File: src/rtl/snake_ps2_pkg.sv
// snake_ps2_pkg: shared states, command bytes and timing defaults for the PS/2 host blocks
package snake_ps2_pkg;

    typedef logic [2:0] state_t;

    localparam state_t ST_IDLE      = 3'd0;
    localparam state_t ST_INHIBIT   = 3'd1;
    localparam state_t ST_START     = 3'd2;
    localparam state_t ST_SEND      = 3'd3;
    localparam state_t ST_WAIT_IDLE = 3'd4;
    localparam state_t ST_DONE      = 3'd5;
    localparam state_t ST_ERROR     = 3'd6;

    localparam logic [7:0] PS2_CMD_SET_LED   = 8'hED;
    localparam logic [7:0] PS2_CMD_TYPEMATIC = 8'hF3;
    localparam logic [7:0] PS2_CMD_RESET     = 8'hFF;
    localparam logic [7:0] PS2_ACK           = 8'hFA;

    localparam int PS2_INHIBIT_CYCLES = 5000;
    localparam int PS2_SETUP_CYCLES   = 50;
    localparam int PS2_TIMEOUT_CYCLES = 750000;

endpackage

File: src/rtl/ps2_line_sync.sv
// ps2_line_sync: 2-FF synchronizers for PS2_CLK/PS2_DAT plus clock falling-edge detect
// Ports: clk, reset_n (sync, active-low); clk_in/dat_in raw pins;
//        clk_s/dat_s synchronized levels; fall one-cycle strobe on a synchronized clock fall.
module ps2_line_sync (
    input  logic clk,
    input  logic reset_n,
    input  logic clk_in,
    input  logic dat_in,
    output logic clk_s,
    output logic dat_s,
    output logic fall
);
    logic clk_m, dat_m, clk_p;

    // Reset to the idle bus level so leaving reset never fakes a falling edge.
    always_ff @(posedge clk) begin
        if (!reset_n) begin
            {clk_m, clk_s, clk_p, dat_m, dat_s} <= '1;
        end else begin
            clk_m <= clk_in;
            clk_s <= clk_m;
            clk_p <= clk_s;
            dat_m <= dat_in;
            dat_s <= dat_m;
        end
    end

    assign fall = clk_p & ~clk_s;

endmodule

File: src/rtl/ps2_host_tx.sv
// ps2_host_tx: sends one command byte to a PS/2 device and checks its ACK
// Ports: clk, reset_n (sync, active-low); tx_data/tx_valid/tx_ready byte handshake;
//        busy (not idle), done/error one-cycle result pulses;
//        ps2_clk_in/ps2_dat_in raw pins; ps2_clk_oe/ps2_dat_oe open-drain pull-low enables.
module ps2_host_tx
    import snake_ps2_pkg::*;
#(
    parameter int INHIBIT_CYCLES = PS2_INHIBIT_CYCLES,
    parameter int SETUP_CYCLES   = PS2_SETUP_CYCLES,
    parameter int TIMEOUT_CYCLES = PS2_TIMEOUT_CYCLES
) (
    input  logic       clk,
    input  logic       reset_n,
    input  logic [7:0] tx_data,
    input  logic       tx_valid,
    output logic       tx_ready,
    output logic       busy,
    output logic       done,
    output logic       error,
    input  logic       ps2_clk_in,
    input  logic       ps2_dat_in,
    output logic       ps2_clk_oe,
    output logic       ps2_dat_oe
);
    localparam logic [19:0] INH_LAST   = 20'(INHIBIT_CYCLES - 1);
    localparam logic [19:0] SETUP_LAST = 20'(SETUP_CYCLES - 1);
    localparam logic [19:0] TO_LAST    = 20'(TIMEOUT_CYCLES - 1);

    state_t      state;
    logic [7:0]  sh;
    logic        par;
    logic [3:0]  cnt;
    logic [19:0] timer;
    logic        clk_s, dat_s, fall;

    ps2_line_sync u_sync (
        .clk    (clk),
        .reset_n(reset_n),
        .clk_in (ps2_clk_in),
        .dat_in (ps2_dat_in),
        .clk_s  (clk_s),
        .dat_s  (dat_s),
        .fall   (fall)
    );

    assign tx_ready = state == ST_IDLE;
    assign busy     = state != ST_IDLE;
    assign done     = state == ST_DONE;
    assign error    = state == ST_ERROR;

    always_ff @(posedge clk) begin
        if (!reset_n) begin
            state      <= ST_IDLE;
            ps2_clk_oe <= 1'b0;
            ps2_dat_oe <= 1'b0;
            sh         <= '0;
            par        <= 1'b0;
            cnt        <= '0;
            timer      <= '0;
        end else begin
            case (state)
                ST_IDLE: if (tx_valid) begin
                    state      <= ST_INHIBIT;
                    ps2_clk_oe <= 1'b1;
                    sh         <= tx_data;
                    par        <= ~^tx_data;
                    cnt        <= '0;
                    timer      <= '0;
                end
                ST_INHIBIT: if (timer == INH_LAST) begin
                    state      <= ST_START;
                    ps2_dat_oe <= 1'b1;
                    timer      <= '0;
                end else begin
                    timer <= timer + 20'd1;
                end
                ST_START: if (timer == SETUP_LAST) begin
                    state      <= ST_SEND;
                    ps2_clk_oe <= 1'b0;
                    timer      <= '0;
                end else begin
                    timer <= timer + 20'd1;
                end
                // A fall in the terminal-count cycle still counts as a fall.
                ST_SEND: if (fall) begin
                    timer <= '0;
                    cnt   <= cnt + 4'd1;
                    if (cnt < 4'd8) begin
                        ps2_dat_oe <= ~sh[0];
                        sh         <= sh >> 1;
                    end else if (cnt == 4'd8) begin
                        ps2_dat_oe <= ~par;
                    end else if (cnt == 4'd9) begin
                        ps2_dat_oe <= 1'b0;
                    end else begin
                        state <= dat_s ? ST_ERROR : ST_WAIT_IDLE;
                    end
                end else if (timer == TO_LAST) begin
                    state      <= ST_ERROR;
                    ps2_dat_oe <= 1'b0;
                end else begin
                    timer <= timer + 20'd1;
                end
                ST_WAIT_IDLE: if (clk_s & dat_s) begin
                    state <= ST_DONE;
                end else if (fall) begin
                    timer <= '0;
                end else if (timer == TO_LAST) begin
                    state <= ST_ERROR;
                end else begin
                    timer <= timer + 20'd1;
                end
                default: begin
                    state      <= ST_IDLE;
                    ps2_clk_oe <= 1'b0;
                    ps2_dat_oe <= 1'b0;
                end
            endcase
        end
    end

endmodule

File: config.mk
export PLATFORM = sky130hd
export DESIGN_NAME = ps2_host_tx
export DESIGN_NICKNAME = d
export VERILOG_FILES = /design/src/rtl/snake_ps2_pkg.sv /design/src/rtl/ps2_line_sync.sv /design/src/rtl/ps2_host_tx.sv
export SDC_FILE = /design/constraint.sdc
export NUM_CORES = 1
export LEC_CHECK = 0
export BUFFER_PORTS_ARGS = -buffer_cell sky130_fd_sc_hd__buf_2
export CORE_ASPECT_RATIO = 0.8
export CORE_MARGIN = 2
export CORE_UTILIZATION = 55
export CTS_BUF_LIST = sky130_fd_sc_hd__clkbuf_8
export DETAILED_ROUTE_END_ITERATION = 6
export GPL_TIMING_DRIVEN = 0
export PLACE_DENSITY_LB_ADDON = 0.1
export SETUP_SLACK_MARGIN = 0.4
export SYNTH_ARGS = -nofsm -noshare
export SYNTH_HDL_FRONTEND = slang
export SYNTH_SLANG_ARGS = --single-unit
export TNS_END_PERCENT = 20
File: constraint.sdc
create_clock -name clk -period 2.4 [get_ports clk]
set_clock_uncertainty 0.15 [all_clocks]
set_input_delay 0.24 -clock clk [delete_from_list [all_inputs] [get_ports clk]]
set_output_delay 0.24 -clock clk [all_outputs]
set_load 0.02 [all_outputs]
# Word-level counts from Yosys, hierarchy flattened
# Cells that the tools add are included.
[word_totals]
memories = 0
in_bits = 13
latchBits = 0
romBits = 0
word_cells = 95
regBits = 43
mem_bits_rw = 0
out_inout_bits = 6
[op_classes]
n_mul = 0
bitwise_logic = 7
n_addsub = 2
mux = 36
eq_ne = 23
div = 0
n_shift = 0
reduce_logical = 14
n_lt_le_gt_ge = 1
[op_table]
columns = ["cell", "n"]
rows = [
  ["20-bit 2-to-1 mux", 6],
  ["20-bit case mux with 5 select lines", 1],
  ["3-bit 2-to-1 mux", 10],
  ["8-bit 2-to-1 mux", 3],
  ["20-bit by 1-bit adder with 20-bit output (second input constant)", 1],
  ["20-bit by 13-bit == test with 1-bit output (second input constant)", 1],
  ["20-bit == test (second input constant)", 1],
  ["20-bit by 6-bit == test with 1-bit output (second input constant)", 1],
  ["8-bit case mux with 2 select lines", 1],
  ["3-bit != test (second input constant)", 5],
  ["3-bit case mux with 5 select lines", 1],
  ["2-bit != test (second input constant)", 6],
  ["3-bit == test (second input constant)", 3],
  ["3-bit AND reduction", 3],
  ["4-bit == test (second input constant)", 2],
  ["1-bit 2-to-1 mux", 8],
  ["4-bit 2-to-1 mux", 2],
  ["4-bit case mux with 2 select lines", 1],
  ["4-bit AND reduction", 2],
  ["8-bit XNOR reduction", 1],
  ["7-bit AND reduction", 1],
  ["3-bit by 2-bit == test with 1-bit output (second input constant)", 2],
  ["1-bit case mux with 3 select lines", 2],
  ["3-bit OR reduction", 2],
  ["12 further kinds", 17],
]

# Longest topological paths before layout
# Gate-level depths: netlist (run 1).
[depth]
word_depth = 6
ltp_mapped = 9
ltp_nobuf = 8

# Cells and area by module
# From an unflattened synthesis (run 1), not the netlist that was laid out.
[unflattened]
cells_unflattened = 298
hier_area_um2 = 2469.9
[modules_own_cells]
columns = ["module", "seq_area_each_um2", "cells_each", "instances", "area_per_inst_um2"]
rows = [
  ["ps2_host_tx", 760.7, 287, 1, 2332.2],
  ["ps2_line_sync", 100.1, 11, 1, 137.6],
]

# Worst setup path after synthesis (run 1)
# OpenSTA, ideal clock, no wires.
[synth_timing]
kind = "register to register"
startpoint = "register state[2]"
endpoint = "register sh[1]"
path_slack_ns = 0.158
path_buffers = 2
stages_incl_launch_ff = 8
setup_time_ns = 0.116
synth_period_minus_slack_ns = 2.242
t_arrival_ns = 1.976
required_time_ns = 2.134
cell_sequence = "dfxtp_1 clkbuf_1 nor3_1 nand2_1 o21ai_1 buf_2 nand2_1 o211a_1"
[synth_between]
elab_chain_cells = 3
elab_cells_between_ends = 8
classes_between = "4 x eq/ne; 1 x mux; 3 x reduce/logical"
[synth_lines]
columns = ["element", "line_no", "text"]
rows = [
  ["start: declaration", "ps2_host_tx.sv:29", "state_t state;"],
  ["start signal: assignment", "ps2_host_tx.sv:96", "state <= dat_s ? ST_ERROR : ST_WAIT_IDLE;"],
  ["3-bit zero test *", "--", ""],
  ["named net tx_ready", "ps2_host_tx.sv:16", "output logic tx_ready,"],
  ["2-bit != test (no line) or 2-bit nonzero test (tied branches)", "--", ""],
  ["4-bit AND reduction (no line)", "--", ""],
  ["end signal: assignment", "ps2_host_tx.sv:65", "sh <= tx_data;"],
  ["end signal: assignment", "ps2_host_tx.sv:90", "sh <= sh >> 1;"],
  ["end: declaration", "ps2_host_tx.sv:30", "logic [7:0] sh;"],
]
# Mark *: on every way through the listed nets, which the timed path passes. The rest lies on a longest branch.
# A chain may end at the register's enable or synchronous reset.

# Worst setup path in the final report (run 1)
[layout_timing]
startpoint = "register timer[6]"
endpoint = "register state[0]"
[layout_between]
elab_chain_cells = 5
elab_cells_between_ends = 11
classes_between = "5 x eq/ne; 5 x mux; 1 x reduce/logical"
[layout_lines]
columns = ["element", "line_no", "text"]
rows = [
  ["start: declaration", "ps2_host_tx.sv:33", "logic [19:0] timer;"],
  ["start signal: assignment", "ps2_host_tx.sv:75", "timer <= timer + 20'd1;"],
  ["start signal: assignment", "ps2_host_tx.sv:82", "timer <= timer + 20'd1;"],
  ["start signal: assignment", "ps2_host_tx.sv:102", "timer <= timer + 20'd1;"],
  ["20-bit == test", "ps2_host_tx.sv:98, ps2_host_tx.sv:108", ""],
  ["3-bit 2-to-1 mux (3 in series)", "--", ""],
  ["3-bit case mux with 5 select lines", "--", ""],
]
# Several ways; a longest one is shown, not always the timed one. The select of a mux whose other input is x is not followed.

==> qor.csv, run 1 <==
metric,value,unit
outcome,completed,
yosys-top-cells-count,"43 x dfxtp_1, 36 x nor2_1, 22 x nand2_1, 15 x nand3_1, 15 x xor2_1",
criticalPathCategory,flip-flop to flip-flop,
synth_cells,277,
synth_top_area_share,0.363,
crit_start,timer[6],
vias,2103,
clkTransAtPathRegs,0.09,ns
syn_avg_cell_area,8.55,um^2
cts_tree,done,
clock_sinks,43,
rsz0062_at_grt,yes,
seq_area_frac_synth,0.363,
grt_pass1_wl,9160,um
rows,21,
setup-violations-final,0,
core_area,4150,um^2
worstReg2RegStart,timer[6],
start_util,0.571,
ys_warn_count,0,
grt_max_degree,15,
p_leak,1.17,nW
tns,0,ns
timing.final.ws_setup,0.236,ns
via_per_inst,5.59,
portBuffers,17,
p_per_area,863,nW/um^2
max_cap_viol_count,0,
fp.dieW,77.4,um
final_nets,336,
synthArstFlopShare,0,
htreeDepth,2,
synthTopCellsByArea,"dfxtp_1 36%, nor2_1 5.7%, xor2_1 5.5%",
antenna_found_initial,0,
drtIter0Drc,179,
required,2.42,ns
io_pins,19,
regToRegSetupSlack,0.24,ns
critPathCaptureType,flip-flop,
layout-drive-gt1-share,0.245,
layout.cells.non_filler,376,
clock_path_buffers,2,
pre_cts_ws,-0.0422,ns
fin_crit,2.16,ns
whs,0.0421,ns
max-slew-margin-rel,0.659,
cts-root-buf,clkbuf_8,
synth_area,2370,um^2
drc,0,
grt_pass1_vias,1985,
worst_pin_slew,0.510,ns
dp.cells,351,
total_power,2.51,mW
ant_nets,0,
area_delta_synth_final,23.0,%
yosysUniqueCellTypes,58,
diodes,0,
min_from,reset_n,
peakVddDrop,0.543,mV
crit_fanout,5,
clkLatencyLatePin,0.29,ns
hold_path_class,input pin to flip-flop,
fp.dieH,62.7,um
place_congestion,0.934,
netlist.top_cell.by_area,dfxtp_1,
gr-total-overflow,0,
firstDrtPassIters,4,
cts_buffers,5,
syn-num-nets,295,
dp_hpwl,3660,um
min_period_over_period,0.902,
fmax,462,MHz
start_kind,flip-flop,
synth_enable_flop_cells,0,
avgRoutedWirePerCell,14.5,um
crit_arrival,2.19,ns
hold_viol_final,0,
drv_slew,0,
die_area,4850,um^2
postSynthRegisterBits,43,
synth_ff_type,dfxtp_1,
yosys.cell_count.top_type,dfxtp_1,
routed_wl,5460,um
grt_util_all_layers,0.233,
-- where the power goes --
| group | internal [mW] | total [mW] | leakage (nW) | switching, mW |
|---|---|---|---|---|
| Combinational | 0.432 | 0.970 | 0.756 | 0.538 |
| Sequential | 0.807 | 0.873 | 0.353 | 0.0667 |
| Clock | 0.415 | 0.669 | 0.0644 | 0.254 |
| Total | 1.65 | 2.51 | 1.17 | 0.859 |
-- routing by layer --
metal	share of wire	wire length, um	track usage	vias up
li1	-	-	-	1061
met1	0.53	2880	0.361	980
met2	0.41	2230	0.329	58
met3	0.057	310	0.0477	4
met4	0.0062	34	0.0580	0
met5	0	0	0	-
-- what timing repair did --
item | CTS | global route
hold buffers | 2 | 0
cloned | 1 | 2
pin swaps | 15 | 8
setup buffers | 6 | 6
gates resized for setup | 15 | 22
hold endpoints to repair | 2 | 0
setup endpoints to repair | 32 | 32
-- layout by cell type (no fill, tap or decap), types with 5 or more instances in the layout --
cell type,instances
buf_6,8
xnor2_1,11
a21oi_1,10
clkbuf_8,6
nand3_1,14
nand2b_1,7
inv_1,10
nand2_1,22
buf_4,12
nand4_1,8
nor2_1,35
xor2_1,15
o21ai_0,10
a211oi_1,5
dfxtp_1,39
mux2i_1,6
and2_1,5
buf_2,19
-- area by class of cell --
type	count	area (um^2)
clock buffers	5	68.8
fillers	347	1240
repair buffers	34	220
clock inverters	3	67.6
well taps	57	71.3
multi-input cells	214	1480
flip-flops and latches	43	868
plain buffers	10	97.6
inverters	10	37.5
-- through the flow --
stage | util | instance area, um^2
3_5_place_dp | 0.609 | 2530
5_1_grt | 0.702 | 2910
2_1_floorplan | - | 2370
4_1_cts | 0.669 | 2780
3_3_place_gp | 0.609 | 2530
6_report | 0.702 | 2910
-- worst paths after layout --
check | endpoint | cells past startpoint
worst max-delay path | state[0] | 7
worst min-delay path | u_sync.clk_s | 2
worst max register to register | state[0] | 7
worst min register to register | u_sync.clk_s | 1
-- critical path: stages (launching register included) --
cell and delay, ns:
dfxtp_2 0.32, buf_6 0.11, or3_4 0.37, nand3b_4 0.16, o21a_1 0.22, or4b_4 0.54
nand3_2 0.09, o21ai_0 0.08
-- logic make-up (layout without fill, tap and decap cells) --
group | Yosys count | in the layout | synth area share
AO/OA/AOI/OAI | 48 | 48 | 0.139
XOR/XNOR | 26 | 26 | 0.0961
buffers and inverters | 20 | 62 | 0.0454
AND/OR/NAND/NOR | 129 | 129 | 0.304
adder cells (fa/ha/maj) | 5 | 5 | 0.0264
flip-flops | 43 | 43 | 0.363
multiplexers | 6 | 6 | 0.0254
-- state kept, by name, summed over array words and instances (netlist names), 3 cells and up --
register,cells
cnt,4
sh,8
state,3
timer,20
Power figures use the tool's default switching activity.
==> run 2, diff against run 1 <==
--- a/config.mk
+++ b/config.mk
@@ -14,6 +14,7 @@
 export GPL_TIMING_DRIVEN = 0
 export PLACE_DENSITY_LB_ADDON = 0.1
 export SETUP_SLACK_MARGIN = 0.4
+export SKIP_CTS_REPAIR_TIMING = 1
 export SYNTH_ARGS = -nofsm -noshare
 export SYNTH_HDL_FRONTEND = slang
 export SYNTH_SLANG_ARGS = --single-unit
==> constraint.sdc (replaced) <==
create_clock -name clk -period 2.23 [get_ports clk]
set_clock_uncertainty 0.15 [all_clocks]
set_input_delay 0.223 -clock clk [delete_from_list [all_inputs] [get_ports clk]]
set_output_delay 0.223 -clock clk [all_outputs]
set_load 0.02 [all_outputs]
==> run 2 against run 1 <==
Against the previous run: die area unchanged; non-clock buffer count is 8 lower; sequential power grew 8.5%; sequential share of layout area up 0.94 points; combinational power increased by 1%.
==> qor.csv, run 2 (synthesis gave the netlist of run 1 again) <==
metric,value,unit
rsz0062_at_grt,yes,
grt_util_all_layers,0.219,
crit_slowest_cell,or4b_4,
p_per_area,884,nW/um^2
antenna_found_initial,0,
final_cell_mix,"41 x dfxtp_1, 35 x nor2_1, 22 x nand2_1",
met3WireLength,259,um
crit_arrival,2.19,ns
outcome,completed,
grt_pass1_wl,8500,um
max_cap_viol_count,0,
hold_viol_final,0,
final_cell_area,2820,um^2
fmax,463,MHz
layout_commonest_cell,dfxtp_1,
start_util,0.571,
drc,0,
grt_pass1_vias,1809,
largest_register_ffs,20,
clkTransAtPathRegs,0.08,ns
firstDrtPassIters,4,
grt_max_degree,14,
cpPeakStageDelay,0.56,ns
route.met2.wl,2110,um
crit_chain,buf_6 -> or3_4 -> nand3b_4 -> o21a_1 -> or4b_4 -> nor2_2 -> a211oi_2,
peakVddDrop,0.494,mV
vias,2052,
fin_crit,2.16,ns
cts_buffers,5,
layout-drive-gt1-share,0.212,
clkLatencyLatePin,0.31,ns
clock_path_buffers,2,
worstHoldPathCells,2,
drv_slew,0,
gr-total-overflow,0,
cts-root-buf,clkbuf_8,
ff2ff_path_depth,7,
fin_util,0.678,
hold_path_class,input pin to flip-flop,
dpl_cell_area,2560,um^2
start_kind,flip-flop,
min_period_over_period,0.968,
p_leak,1.11,nW
portBuffers,17,
htreeDepth,2,
cts_tree,done,
ant_nets,0,
routed_wl,5230,um
max-slew-margin-rel,0.595,
place_congestion,0.935,
criticalPathCategory,flip-flop to flip-flop,
setup-violations-final,0,
fp.dieW,77.4,um
worst_pin_slew,0.607,ns
fp.dieH,62.7,um
largest_register,timer,
avgRoutedWirePerCell,14.2,um
via_per_inst,5.58,
area_delta_synth_final,18.9,%
required,2.26,ns
core_area,4150,um^2
diodes,0,
top_layer,met4,
final_nets,328,
dp_hpwl,3620,um
crit_fanout,9,
drtIter0Drc,163,
die_area,4850,um^2
rows,21,
clock_sinks,43,
io_pins,19,
met1_length,2790,um
critPathCaptureType,flip-flop,
reg.largest.list,"timer (20), sh (8), cnt (4)",
tns,0,ns
==> run 2: changes by cell type in the layout (fill, tap and decap cells not counted), moves of 2 or more <==
| cell | change |
|---|---|
| dfxtp_2 | -2 |
| bufinv_16 | -2 |
| buf_2 | -2 |
| buf_4 | -4 |
| buf_6 | -4 |
| dfxtp_1 | +2 |
| clkbuf_8 | +2 |
==> run 2: cell type report <==
class | instances | area (um^2)
repair buffers | 26 | 161
inverters | 10 | 37.5
well taps | 57 | 71.3
multi-input cells | 214 | 1490
clock buffers | 7 | 96.3
clock inverters | 1 | 7.51
plain buffers | 10 | 82.6
fillers | 377 | 1340
flip-flops and latches | 43 | 866
==> run 2: through the flow <==
step                hold slack [ns]  setup WS (ns)  total power [mW]  std cells
global route                 0.0308        -0.0186              2.63        368
floorplan                     0.174          0.178              1.63        277
detailed placement            0.248         -0.150              1.82        351
global placement              0.242         -0.130              1.81        351
finish                       0.0209         0.0723              2.49        368
CTS                         -0.0544         -0.182              2.37        359
==> run 2: report_power, final <==
part | total [mW] | switching, mW | internal [mW] | leakage [nW]
combinational | 0.980 | 0.553 | 0.427 | 0.712
sequential | 0.947 | 0.0791 | 0.868 | 0.352
clock | 0.560 | 0.278 | 0.282 | 0.0505
==> run 2: critical path: cells and delay by family, from the launching register on <==
kind                   cells  cell delay [ns]
buffers and inverters      1             0.13
AO/OA/AOI/OAI              2             0.25
AND/OR/NAND/NOR            4             1.18
flip-flops                 1             0.31
==> run 2: worst paths after layout <==
check | from | end | slack, ns
worst max register to register | timer[6] | state[1] | 0.07
worst min-delay path | reset_n | u_sync.clk_m | 0.02
worst min register to register | u_sync.dat_m | u_sync.dat_s | 0.26
worst max-delay path | timer[6] | state[1] | 0.07
==> run 2: routing by layer <==
metal	vias to the layer above	GRT usage
li1	1042	-
met1	948	0.332
met4	0	0.0737
met5	-	0
met3	7	0.0448
met2	55	0.307
==> run 3, diff against run 2 <==
--- a/config.mk
+++ b/config.mk
@@ -6,10 +6,13 @@
 export NUM_CORES = 1
 export LEC_CHECK = 0
 export BUFFER_PORTS_ARGS = -buffer_cell sky130_fd_sc_hd__buf_2
+export CELL_PAD_IN_SITES_DETAIL_PLACEMENT = 0
+export CELL_PAD_IN_SITES_GLOBAL_PLACEMENT = 1
 export CORE_ASPECT_RATIO = 0.8
 export CORE_MARGIN = 2
-export CORE_UTILIZATION = 55
+export CORE_UTILIZATION = 47
 export CTS_BUF_LIST = sky130_fd_sc_hd__clkbuf_8
+export CTS_CLUSTER_DIAMETER = 50
 export DETAILED_ROUTE_END_ITERATION = 6
 export GPL_TIMING_DRIVEN = 0
 export PLACE_DENSITY_LB_ADDON = 0.1
==> run 3 against run 2 <==
Against the previous run: critical path depth unchanged; cell count up 1.9%; first-iteration DRC count down 28%; non-clock buffer count up 2; total power down 1.0%; worst hold slack worse by 0.00062 ns; core utilization down 9.7 points; largest power group unchanged.
==> qor.csv, run 3 (synthesis gave the netlist of run 1 again) <==
metric,value,unit
outcome,completed,
vias,2002,
min_from,reset_n,
worstReg2RegStart,timer[6],
via_per_inst,5.34,
worst_pin_slew,0.524,ns
criticalPathCategory,flip-flop to flip-flop,
diodes,0,
fillers,453,
required,2.26,ns
fmax,471,MHz
layout-drive-gt1-share,0.259,
ant_nets,0,
clock_path_buffers,2,
hold_path_class,input pin to flip-flop,
core_area,4920,um^2
avgRoutedWirePerCell,14.0,um
drtIter0Drc,117,
fp.dieW,83.4,um
cts_tree,done,
pre_cts_ws,-0.139,ns
crit_arrival,2.15,ns
p_per_area,861,nW/um^2
dp_hpwl,3740,um
final_cell_mix,"35 x dfxtp_1, 30 x nor2_1, 22 x nand2_1",
p_leak,1.13,nW
htreeDepth,2,
clkTransAtPathRegs,0.09,ns
die_area,5630,um^2
largest_register,timer,
max_cap_viol_count,0,
ff2ff_path_depth,7,
rsz0062_at_grt,yes,
grt_pass1_vias,1612,
peakVddDrop,0.517,mV
layout_commonest_cell,dfxtp_1,
critPathCaptureType,flip-flop,
crit_start,timer[6],
io_pins,19,
grt_max_degree,16,
rows,23,
portBuffers,17,
drv_slew,0,
gr-total-overflow,0,
min_period_over_period,0.952,
antenna_found_initial,0,
fin_util,0.581,
place_congestion,0.825,
reg.largest.list,"timer (20), sh (8), cnt (4)",
worstHoldPathCells,2,
crit_fanout,6,
largest_register_ffs,20,
dp.cells,356,
cts-root-buf,clkbuf_8,
fin_crit,2.12,ns
area_delta_synth_final,20.7,%
setup-violations-final,0,
fp.dieH,67.5,um
start_kind,flip-flop,
final_nets,330,
total_power,2.46,mW
drc,0,
routed_wl,5250,um
firstDrtPassIters,4,
layout.cells.non_filler,375,
grt_util_all_layers,0.186,
hold_viol_final,0,
clock_sinks,43,
whs,0.0203,ns
cts_buffers,5,
start_util,0.481,
grt_pass1_wl,8270,um
max-slew-margin-rel,0.650,
timing.final.ws_setup,0.107,ns
clkLatencyLatePin,0.30,ns
## run 3: changes by cell type in the layout (fill, tap and decap cells not counted), sizes merged
cell | before | now
clkinvlp | 1 | 2
clkbuf | 11 | 8
inv | 10 | 11
buf | 30 | 33
## run 3: worst max-delay path, stage by stage, from the launching register on
cell and delay (ns):
dfxtp_2 0.32, buf_6 0.12, or3_4 0.34, nand3b_4 0.17, o21a_1 0.21, or4b_4 0.53
nor2_2 0.12, a211oi_2 0.05
## run 3: stage by stage
step           cell area (um^2)  TNS, ns
6_report                   2860        0
5_1_grt                    2860        0
4_1_cts                    2660    -1.67
3_5_place_dp               2560    -1.37
3_3_place_gp               2560    -1.81
2_1_floorplan              2400        0
## run 3: where the power goes
group / switching, mW / internal, mW / total [mW]
clock: 0.295 / 0.224 / 0.519
combinational: 0.558 / 0.438 / 0.996
sequential: 0.0793 / 0.868 / 0.948
## run 3: routing by layer
metal,up-vias,share of wire,track usage
met5,-,0,0
met4,0,0.0051,0.0635
met3,2,0.038,0.0391
met2,36,0.39,0.232
met1,916,0.56,0.301
li1,1048,-,-
## run 3: cell type report
type,count,area [um^2],share of cell area
multi-input combinational,214,1520,0.530
clock buffer,5,68.8,0.0241
buffer,10,86.3,0.0302
clock inverter,3,23.8,0.00832
inverter,10,37.5,0.0131
sequential,43,873,0.305
timing repair buffer,28,176,0.0617
tap,62,77.6,0.0271
## run 3: worst paths after layout
kind	end	slack [ns]
max	state[1]	0.11
min	u_sync.clk_m	0.02
max reg2reg	state[1]	0.11
min reg2reg	u_sync.clk_s	0.28
